### src/rtl/alu_pkg.sv
// Shared ALU definitions: widths, funct3 opcodes, compare codes and arbiter states.
package alu_pkg;

  localparam int unsigned ALU_WIDTH = 16;
  localparam int unsigned ALU_F3W   = 3;

  // ALU operation select (funct3)
  localparam logic [2:0] ALU_ADD = 3'd0;
  localparam logic [2:0] ALU_SUB = 3'd1;
  localparam logic [2:0] ALU_XOR = 3'd2;
  localparam logic [2:0] ALU_OR  = 3'd3;
  localparam logic [2:0] ALU_AND = 3'd4;
  localparam logic [2:0] ALU_SLL = 3'd5;
  localparam logic [2:0] ALU_SRL = 3'd6;
  localparam logic [2:0] ALU_SRA = 3'd7;

  // Compare-flag meaning, selected by funct3[1:0]
  localparam logic [1:0] CMP_EQ = 2'd0;
  localparam logic [1:0] CMP_NE = 2'd1;
  localparam logic [1:0] CMP_LT = 2'd2;
  localparam logic [1:0] CMP_GE = 2'd3;

  // Arbiter sequencing states
  typedef enum logic [1:0] {
    ST_IDLE = 2'd0,
    ST_EXEC = 2'd1,
    ST_RESP = 2'd2
  } arb_state_e;

endpackage

### src/rtl/alu_share_arbiter_rr_arb2.sv
// Two-way round-robin grant: a lone requester wins, a tie goes to the port
// that was not granted last.
module rr_arb2 (
  input  logic [1:0] valid_i,
  input  logic       last_grant_i,
  output logic [1:0] grant_o,
  output logic       grant_idx_o
);

  // Pick the winning index, then one-hot it when anyone is requesting
  always_comb begin
    grant_idx_o = 1'b0;
    grant_o     = 2'b00;
    unique case (valid_i)
      2'b01:   grant_idx_o = 1'b0;
      2'b10:   grant_idx_o = 1'b1;
      2'b11:   grant_idx_o = ~last_grant_i;
      default: grant_idx_o = 1'b0;
    endcase
    if (valid_i != 2'b00) begin
      grant_o = grant_idx_o ? 2'b10 : 2'b01;
    end
  end

endmodule

### src/rtl/alu_share_arbiter.sv
// Shares one external ALU between the datapath (port 0) and the PC/address
// incrementer (port 1). Operands and results are registered so the ALU sits
// on a register-to-register path; one operation is in flight at a time.
module alu_share_arbiter
  import alu_pkg::*;
#(
  parameter int unsigned WIDTH = ALU_WIDTH,
  parameter int unsigned F3W   = ALU_F3W
) (
  input  logic             clk,
  input  logic             rst_n,
  // port 0: main datapath
  input  logic             req0_valid,
  output logic             req0_ready,
  input  logic [F3W-1:0]   req0_funct3,
  input  logic [WIDTH-1:0] req0_a,
  input  logic [WIDTH-1:0] req0_b,
  output logic             rsp0_valid,
  input  logic             rsp0_ready,
  output logic [WIDTH-1:0] rsp0_result,
  output logic             rsp0_cmp,
  // port 1: PC/address increment
  input  logic             req1_valid,
  output logic             req1_ready,
  input  logic [F3W-1:0]   req1_funct3,
  input  logic [WIDTH-1:0] req1_a,
  input  logic [WIDTH-1:0] req1_b,
  output logic             rsp1_valid,
  input  logic             rsp1_ready,
  output logic [WIDTH-1:0] rsp1_result,
  output logic             rsp1_cmp,
  // shared ALU
  output logic [F3W-1:0]   alu_funct3,
  output logic [WIDTH-1:0] alu_a,
  output logic [WIDTH-1:0] alu_b,
  input  logic [WIDTH-1:0] alu_out,
  input  logic             alu_cmp
);

  arb_state_e       state_q, state_d;
  logic             last_grant_q, last_grant_d;
  logic             owner_q, owner_d;
  logic [F3W-1:0]   funct3_q, funct3_d;
  logic [WIDTH-1:0] opa_q, opa_d;
  logic [WIDTH-1:0] opb_q, opb_d;
  logic             rsp0_valid_q, rsp0_valid_d;
  logic [WIDTH-1:0] rsp0_result_q, rsp0_result_d;
  logic             rsp0_cmp_q, rsp0_cmp_d;
  logic             rsp1_valid_q, rsp1_valid_d;
  logic [WIDTH-1:0] rsp1_result_q, rsp1_result_d;
  logic             rsp1_cmp_q, rsp1_cmp_d;

  logic [1:0] grant;
  logic       grant_idx;
  logic       idle;
  logic       accept;
  logic       owner_rsp_ready;

  rr_arb2 u_rr_arb2 (
    .valid_i      ({req1_valid, req0_valid}),
    .last_grant_i (last_grant_q),
    .grant_o      (grant),
    .grant_idx_o  (grant_idx)
  );

  assign idle            = (state_q == ST_IDLE);
  assign req0_ready      = idle && grant[0];
  assign req1_ready      = idle && grant[1];
  assign accept          = idle && (grant != 2'b00);
  assign owner_rsp_ready = owner_q ? rsp1_ready : rsp0_ready;

  // State, operand and response registers
  always_ff @(posedge clk or negedge rst_n) begin
    if (!rst_n) begin
      state_q       <= ST_IDLE;
      last_grant_q  <= 1'b1;
      owner_q       <= 1'b0;
      funct3_q      <= '0;
      opa_q         <= '0;
      opb_q         <= '0;
      rsp0_valid_q  <= 1'b0;
      rsp0_result_q <= '0;
      rsp0_cmp_q    <= 1'b0;
      rsp1_valid_q  <= 1'b0;
      rsp1_result_q <= '0;
      rsp1_cmp_q    <= 1'b0;
    end else begin
      state_q       <= state_d;
      last_grant_q  <= last_grant_d;
      owner_q       <= owner_d;
      funct3_q      <= funct3_d;
      opa_q         <= opa_d;
      opb_q         <= opb_d;
      rsp0_valid_q  <= rsp0_valid_d;
      rsp0_result_q <= rsp0_result_d;
      rsp0_cmp_q    <= rsp0_cmp_d;
      rsp1_valid_q  <= rsp1_valid_d;
      rsp1_result_q <= rsp1_result_d;
      rsp1_cmp_q    <= rsp1_cmp_d;
    end
  end

  // Sequencing: accept in IDLE, capture ALU result after one EXEC cycle,
  // hold the response until the owner takes it
  always_comb begin
    state_d       = state_q;
    last_grant_d  = last_grant_q;
    owner_d       = owner_q;
    funct3_d      = funct3_q;
    opa_d         = opa_q;
    opb_d         = opb_q;
    rsp0_valid_d  = rsp0_valid_q;
    rsp0_result_d = rsp0_result_q;
    rsp0_cmp_d    = rsp0_cmp_q;
    rsp1_valid_d  = rsp1_valid_q;
    rsp1_result_d = rsp1_result_q;
    rsp1_cmp_d    = rsp1_cmp_q;

    unique case (state_q)
      ST_IDLE: begin
        if (accept) begin
          funct3_d     = grant_idx ? req1_funct3 : req0_funct3;
          opa_d        = grant_idx ? req1_a      : req0_a;
          opb_d        = grant_idx ? req1_b      : req0_b;
          owner_d      = grant_idx;
          last_grant_d = grant_idx;
          state_d      = ST_EXEC;
        end
      end
      ST_EXEC: begin
        if (owner_q) begin
          rsp1_result_d = alu_out;
          rsp1_cmp_d    = alu_cmp;
          rsp1_valid_d  = 1'b1;
        end else begin
          rsp0_result_d = alu_out;
          rsp0_cmp_d    = alu_cmp;
          rsp0_valid_d  = 1'b1;
        end
        state_d = ST_RESP;
      end
      ST_RESP: begin
        if (owner_rsp_ready) begin
          if (owner_q) begin
            rsp1_valid_d = 1'b0;
          end else begin
            rsp0_valid_d = 1'b0;
          end
          state_d = ST_IDLE;
        end
      end
      default: state_d = ST_IDLE;
    endcase
  end

  assign alu_funct3  = funct3_q;
  assign alu_a       = opa_q;
  assign alu_b       = opb_q;
  assign rsp0_valid  = rsp0_valid_q;
  assign rsp0_result = rsp0_result_q;
  assign rsp0_cmp    = rsp0_cmp_q;
  assign rsp1_valid  = rsp1_valid_q;
  assign rsp1_result = rsp1_result_q;
  assign rsp1_cmp    = rsp1_cmp_q;

endmodule

### config.mk
export PLATFORM = sky130hd
export DESIGN_NAME = alu_share_arbiter
export DESIGN_NICKNAME = d
export VERILOG_FILES = /design/src/rtl/alu_pkg.sv /design/src/rtl/alu_share_arbiter_rr_arb2.sv /design/src/rtl/alu_share_arbiter.sv
export SDC_FILE = /design/constraint.sdc
export NUM_CORES = 1
export LEC_CHECK = 0
export ABC_AREA = 0
export CORE_AREA = 4 4 101 103
export DETAILED_ROUTE_END_ITERATION = 8
export DIE_AREA = 0 0 105 107
export PLACE_DENSITY = 0.82
export SETUP_SLACK_MARGIN = 0.02
export SLEW_MARGIN = 20
export SYNTH_ARGS = -nofsm -noshare
export SYNTH_HDL_FRONTEND = slang
export SYNTH_HIERARCHICAL = 1
export SYNTH_SLANG_ARGS = --single-unit
### constraint.sdc
create_clock -name clk -period 1.6 [get_ports clk]
set_input_delay 0.32 -clock clk [delete_from_list [all_inputs] [get_ports clk]]
set_output_delay 0.32 -clock clk [all_outputs]
set_load 0.1 [all_outputs]
==> results of run 1 <==
worst max-delay path: stages (launching register included):
cell      delay (ns)
dfstp_2         0.56
inv_2           0.04
a21boi_2        0.13
and2_4          0.17
buf_12          0.16
state kept, by name, indices dropped and copies added (netlist names):
name / cells
alu_a: 16
alu_b: 16
rsp0_result: 16
rsp1_result: 16
alu_funct3: 3
state_q: 2
last_grant_q: 1
owner_q: 1
rsp0_cmp: 1
rsp0_valid: 1
rsp1_cmp: 1
rsp1_valid: 1
per-layer routing:
metal / wire length (µm) / vias to the layer above / GRT usage (%)
met5: 0 / - / 0
met4: 182 / 0 / 6.84
met3: 799 / 16 / 6.08
met2: 5660 / 127 / 30.9
met1: 4200 / 1367 / 18.7
li1: - / 1320 / -
cells in the mapped netlist, types with 2 or more instances:
cell,count
dfrtp_1,74
inv_1,4
o21ai_0,37
buf_4,4
a21boi_0,2
ha_1,6
buf_6,2
and2_1,2
nand2_1,40
mux2_2,36
mux2i_1,36
buf_2,4
clkbuf_1,3
per-stage QoR:
stage | utilization [%] | hold slack [ns]
final | 75.3 | 0.412
after global routing | 75.3 | 0.396
after CTS | 69.3 | 0.364
after detailed placement | 64.2 | 0.178
after global placement | 64.2 | 0.179
after floorplan | - | 0.0244
area by class of cell:
| type | count | area [µm²] |
|---|---|---|
| timing repair buffer | 206 | 3010 |
| fill | 564 | 2270 |
| sequential | 75 | 1880 |
| multi-input combinational | 170 | 1670 |
| tap | 111 | 139 |
| clock buffer | 9 | 124 |
| clock inverter | 6 | 90.1 |
| inverter | 4 | 15.0 |
logic make-up after synthesis:
| logic type | share of synthesized area, % |
|---|---|
| and+or+nand+nor | 5.88 |
| adders and majority gates | 2.29 |
| AOI/OAI and AO/OA | 7.71 |
| DFF | 57.3 |
| buffers and inverters | 3.47 |
| muxes | 23.4 |
worst max path at each step:
stage	start	endpoint	slack (ns)	depth (start not counted)
final	last_grant_q$_DFFE_PN1P_	req0_ready	-0.12	4
after global routing	last_grant_q$_DFFE_PN1P_	req0_ready	-0.16	4
after CTS	last_grant_q$_DFFE_PN1P_	req0_ready	-0.12	4
after global placement	req1_valid	state_q[1]$_DFFE_PN0P_	-0.31	6
after detailed placement	req1_valid	state_q[1]$_DFFE_PN0P_	-0.36	6
after floorplan	last_grant_q$_DFFE_PN1P_	req0_ready	-0.04	3
what timing repair did:
| action | 4_1_cts | 5_1_grt |
|---|---|---|
| hold endpoints to repair | 10 | 0 |
| resized for setup | 32 | 126 |
| gates cloned | 4 | 7 |
| hold buffers | 1 | 0 |
| setup buffers | 7 | 7 |
| endpoints found under the setup margin | 35 | 55 |
| pin swaps | 4 | 28 |
==> impl_metrics.csv, run 1 <==
group,metric,value,unit
status,run_status,"finished with violations",
status,violations,"setup timing",
synthesis,syn_avg_cell_area,12.5,µm²
synthesis,synth.top_cell.area_share,56.5,%
detailed_routing,wire_per_inst,18.6,µm
finish,antenna_cells,0,
finish,postLayoutCellArea,6920,µm²
cts,cts_num_sinks,75,
place,placement.cell_area,5900,µm²
critical_path,rr_startpoint,"state_q[1]$_DFFE_PN0P_",
global_route,grt_usage,17.3,%
synthesis,synth-edff-count,0,
place,dpl.hpwl,7290,µm
synthesis,synth_flop_cell,"dfrtp_1",
critical_path,reg2reg_depth,7,
cts,cts_root_buf,"clkbuf_8",
sta,max_freq,0.582,GHz
synthesis,yosys-top-cells-area,"dfrtp_1 56%, mux2_2 12%, mux2i_1 11%, o21ai_0 5.6%, nand2_1 4.6%",
finish,stdcell_count,581,
detailed_routing,vias_per_cell,4.87,
cts,cts.htree.levels,3,
die,core,9200,µm²
critical_path,r2r_slack,-0.04,ns
detailed_routing,vias,2830,
cts,cts_made_buffers,9,
die,die_h,107,µm
critical_path,crit_path_end_kind,"primary output",
synthesis,yosysTopAreaCell,"dfrtp_1",
detailed_routing,antenna_left,0,
global_route,grt_overflow,0,
sta,period_needed,1.72,ns
cts,clkTransAtPathRegs,0.09,ns
die,ios,166,
critical_path,timing.rr.end,"rsp0_result[13]$_DFFE_PN0P_",
detailed_routing,wl,10800,µm
sta,slew_headroom,80.6,%
global_route,grt_first_pass_wirelength,15100,µm
finish,area_growth_syn_to_layout,111,%
die,start_util,35.6,%
global_route,antenna_found_initial,0,
hold_path,hp-class,"primary input to asynchronous set/reset pin",
sta,worst_pin_slew,0.283,ns
finish,nets,565,
place,place_ws,-0.361,ns
finish,final_cell_mix,"89 x clkdlybuf4s50_1, 81 x buf_12, 74 x dfrtp_1",
critical_path,required,1.28,ns
die,dieArea,11200,µm²
place,io_buffers,165,
finish,drive_above_1_share,50.0,%
critical_path,worst_setup_path_start_kind,"flip-flop",
synthesis,ys_ff_latch,75,
sta,hold_viol,0,
sta,slew_viol_final,0,
synthesis,syn_area,3280,µm²
sta,setup-violations-final,14,
cts,insertion_delay,0.34,ns
detailed_routing,drt_iter0_drc,53,
synthesis,synth-async-reset-ratio,100,%
detailed_routing,drc_errors,0,
sta,fin_ws,-0.117,ns
flow_run,drv_cap,0,
die,die_w,105,µm
critical_path,arrival,1.40,ns
global_route,grt_pass1_vias,2961,
cts,tritoncts,"built",
sta,setup_tns,-0.414,ns
global_route,grt_start_max_net_pins,44,
critical_path,worstSetupPathType,"flip-flop to primary output",
sta,rsz0062_at_grt,"yes",
cts,clock_path_buffers,2,
place,gp_congestion,0.724,
synthesis,synth_fp_nets,362,
synthesis,synth_warnings,6,
synthesis,synth.distinct_cells,26,
die,rows,35,
detailed_routing,firstDrtPassIters,3,
synthesis,synthCells,263,
place,place_inst,541,
critical_path,crit_path_max_fanout,3,
synthesis,yosysSeqAreaShare,57.3,%
finish,final_common_cell,"clkdlybuf4s50_1",
sta,period_share,107,%
sta,skew,0.0103,ns
Power of run 1 is left out: the tool's default activity adds up to more than one toggle a clock period on the data nets, which glitch-free logic cannot reach.
==> run 2: changes to the inputs <==
--- a/config.mk
+++ b/config.mk
@@ -11,7 +11,8 @@
 export DIE_AREA = 0 0 105 107
 export PLACE_DENSITY = 0.82
 export SETUP_SLACK_MARGIN = 0.02
-export SLEW_MARGIN = 20
+export SKIP_CTS_REPAIR_TIMING = 1
+export SLEW_MARGIN = 0
 export SYNTH_ARGS = -nofsm -noshare
 export SYNTH_HDL_FRONTEND = slang
 export SYNTH_HIERARCHICAL = 1
==> impl_metrics.csv, run 2 (synthesis results as in run 1) <==
group,metric,value,unit
cts,cts_made_buffers,9,
sta,rsz0062_at_grt,"yes",
sta,period_share,106,%
detailed_routing,vias,2724,
place,io_buffers,165,
global_route,antenna_found_initial,0,
critical_path,rr_startpoint,"state_q[0]$_DFFE_PN0P_",
die,rows,35,
sta,hold_viol,0,
cts,insertion_delay,0.33,ns
global_route,grt_first_pass_wirelength,14100,µm
die,die_h,107,µm
sta,skew,0.00717,ns
sta,period_needed,1.70,ns
detailed_routing,drc_errors,0,
die,die_w,105,µm
finish,final_cell_mix,"89 x clkdlybuf4s50_1, 79 x buf_12, 74 x dfrtp_1",
finish,nets,558,
cts,cts_num_sinks,75,
sta,worst_pin_slew,0.318,ns
critical_path,timing.rr.end,"rsp0_result[3]$_DFFE_PN0P_",
cts,cts_root_buf,"clkbuf_8",
detailed_routing,wl,10200,µm
finish,fin_util,70.9,%
die,dieArea,11200,µm²
die,core,9200,µm²
finish,final_common_cell,"clkdlybuf4s50_1",
sta,setup-violations-final,14,
sta,slew_viol_final,0,
critical_path,startpoint,"last_grant_q$_DFFE_PN1P_",
critical_path,arrival,1.38,ns
sta,hold_ws,0.414,ns
critical_path,required,1.28,ns
critical_path,crit_path_end_kind,"primary output",
hold_path,hp-class,"primary input to asynchronous set/reset pin",
die,ios,166,
sta,slew_headroom,78.8,%
detailed_routing,firstDrtPassIters,4,
cts,clkTransAtPathRegs,0.08,ns
global_route,grt_pass1_vias,2802,
cts,clock_path_buffers,2,
critical_path,worstSetupPathType,"flip-flop to primary output",
global_route,grt_start_max_net_pins,44,
sta,fin_ws,-0.0966,ns
detailed_routing,wire_per_inst,17.7,µm
critical_path,reg2reg_depth,5,
global_route,grt_overflow,0,
finish,drive_above_1_share,41.7,%
detailed_routing,antenna_left,0,
place,gp_congestion,0.724,
finish,area_growth_syn_to_layout,98.8,%
critical_path,crit_path_max_fanout,3,
detailed_routing,drt_iter0_drc,48,
status,run_status,"finished with violations",
sta,max_freq,0.589,GHz
status,violations,"setup timing",
cts,cts.htree.levels,3,
cts,tritoncts,"built",
critical_path,worst_setup_path_start_kind,"flip-flop",
detailed_routing,vias_per_cell,4.75,
place,dpl.hpwl,7290,µm
flow_run,drv_cap,0,
critical_path,r2r_slack,-0.01,ns
die,start_util,35.6,%
global_route,grt_usage,16.1,%
finish,antenna_cells,0,
run 2: cell count changes in the layout (fill, tap and decap cells not counted), moves of 2 or more:
| cell | delta |
|---|---|
| nand2_1 | +22 |
| nand2_4 | -16 |
| mux2_2 | +15 |
| mux2_4 | -15 |
| o21ai_0 | +12 |
| o21ai_2 | -12 |
| nand2_2 | -6 |
| buf_16 | -4 |
| buf_12 | -2 |
| buf_4 | -2 |
| ha_2 | +2 |
run 2: per-layer routing:
layer	track usage (%)	part of all wire (%)
met1	17.9	39
met5	0	0
met4	6.37	0.98
met2	28.0	53
met3	5.60	7.2
run 2: per-stage QoR:
| step | setup TNS, ns | std cells | instance area (µm²) | setup slack (ns) |
|---|---|---|---|---|
| 2_1_floorplan | -0.0407 | 263 | 3280 | -0.0407 |
| 3_3_place_gp | -7.69 | 541 | 5900 | -0.314 |
| 3_5_place_dp | -10.07 | 541 | 5900 | -0.361 |
| 4_1_cts | -0.968 | 556 | 6120 | -0.324 |
| 5_1_grt | -2.59 | 574 | 6520 | -0.141 |
| 6_report | -0.225 | 574 | 6520 | -0.0966 |
run 2: layout make-up:
type / instances / area (µm²)
multi-input combinational: 170 / 1410
inverter: 4 / 15.0
clock inverter: 6 / 90.1
fill: 615 / 2680
clock buffer: 9 / 124
timing repair buffer: 199 / 2860
sequential: 75 / 1880
tap: 111 / 139
run 2: worst max path at each step:
stage | to | slack [ns] | cells past startpoint
3_3_place_gp | state_q[1]$_DFFE_PN0P_ | -0.31 | 6
6_report | req0_ready | -0.1 | 4
4_1_cts | req0_ready | -0.32 | 4
2_1_floorplan | req0_ready | -0.04 | 3
3_5_place_dp | state_q[1]$_DFFE_PN0P_ | -0.36 | 6
5_1_grt | req0_ready | -0.14 | 4
run 2: worst max-delay path, cell delays in order (launching register included):
cell and delay (ns):
dfstp_2 0.56, inv_2 0.04, a21boi_2 0.12, and2_4 0.16, buf_12 0.16
Power of run 2 is left out for the same reason.
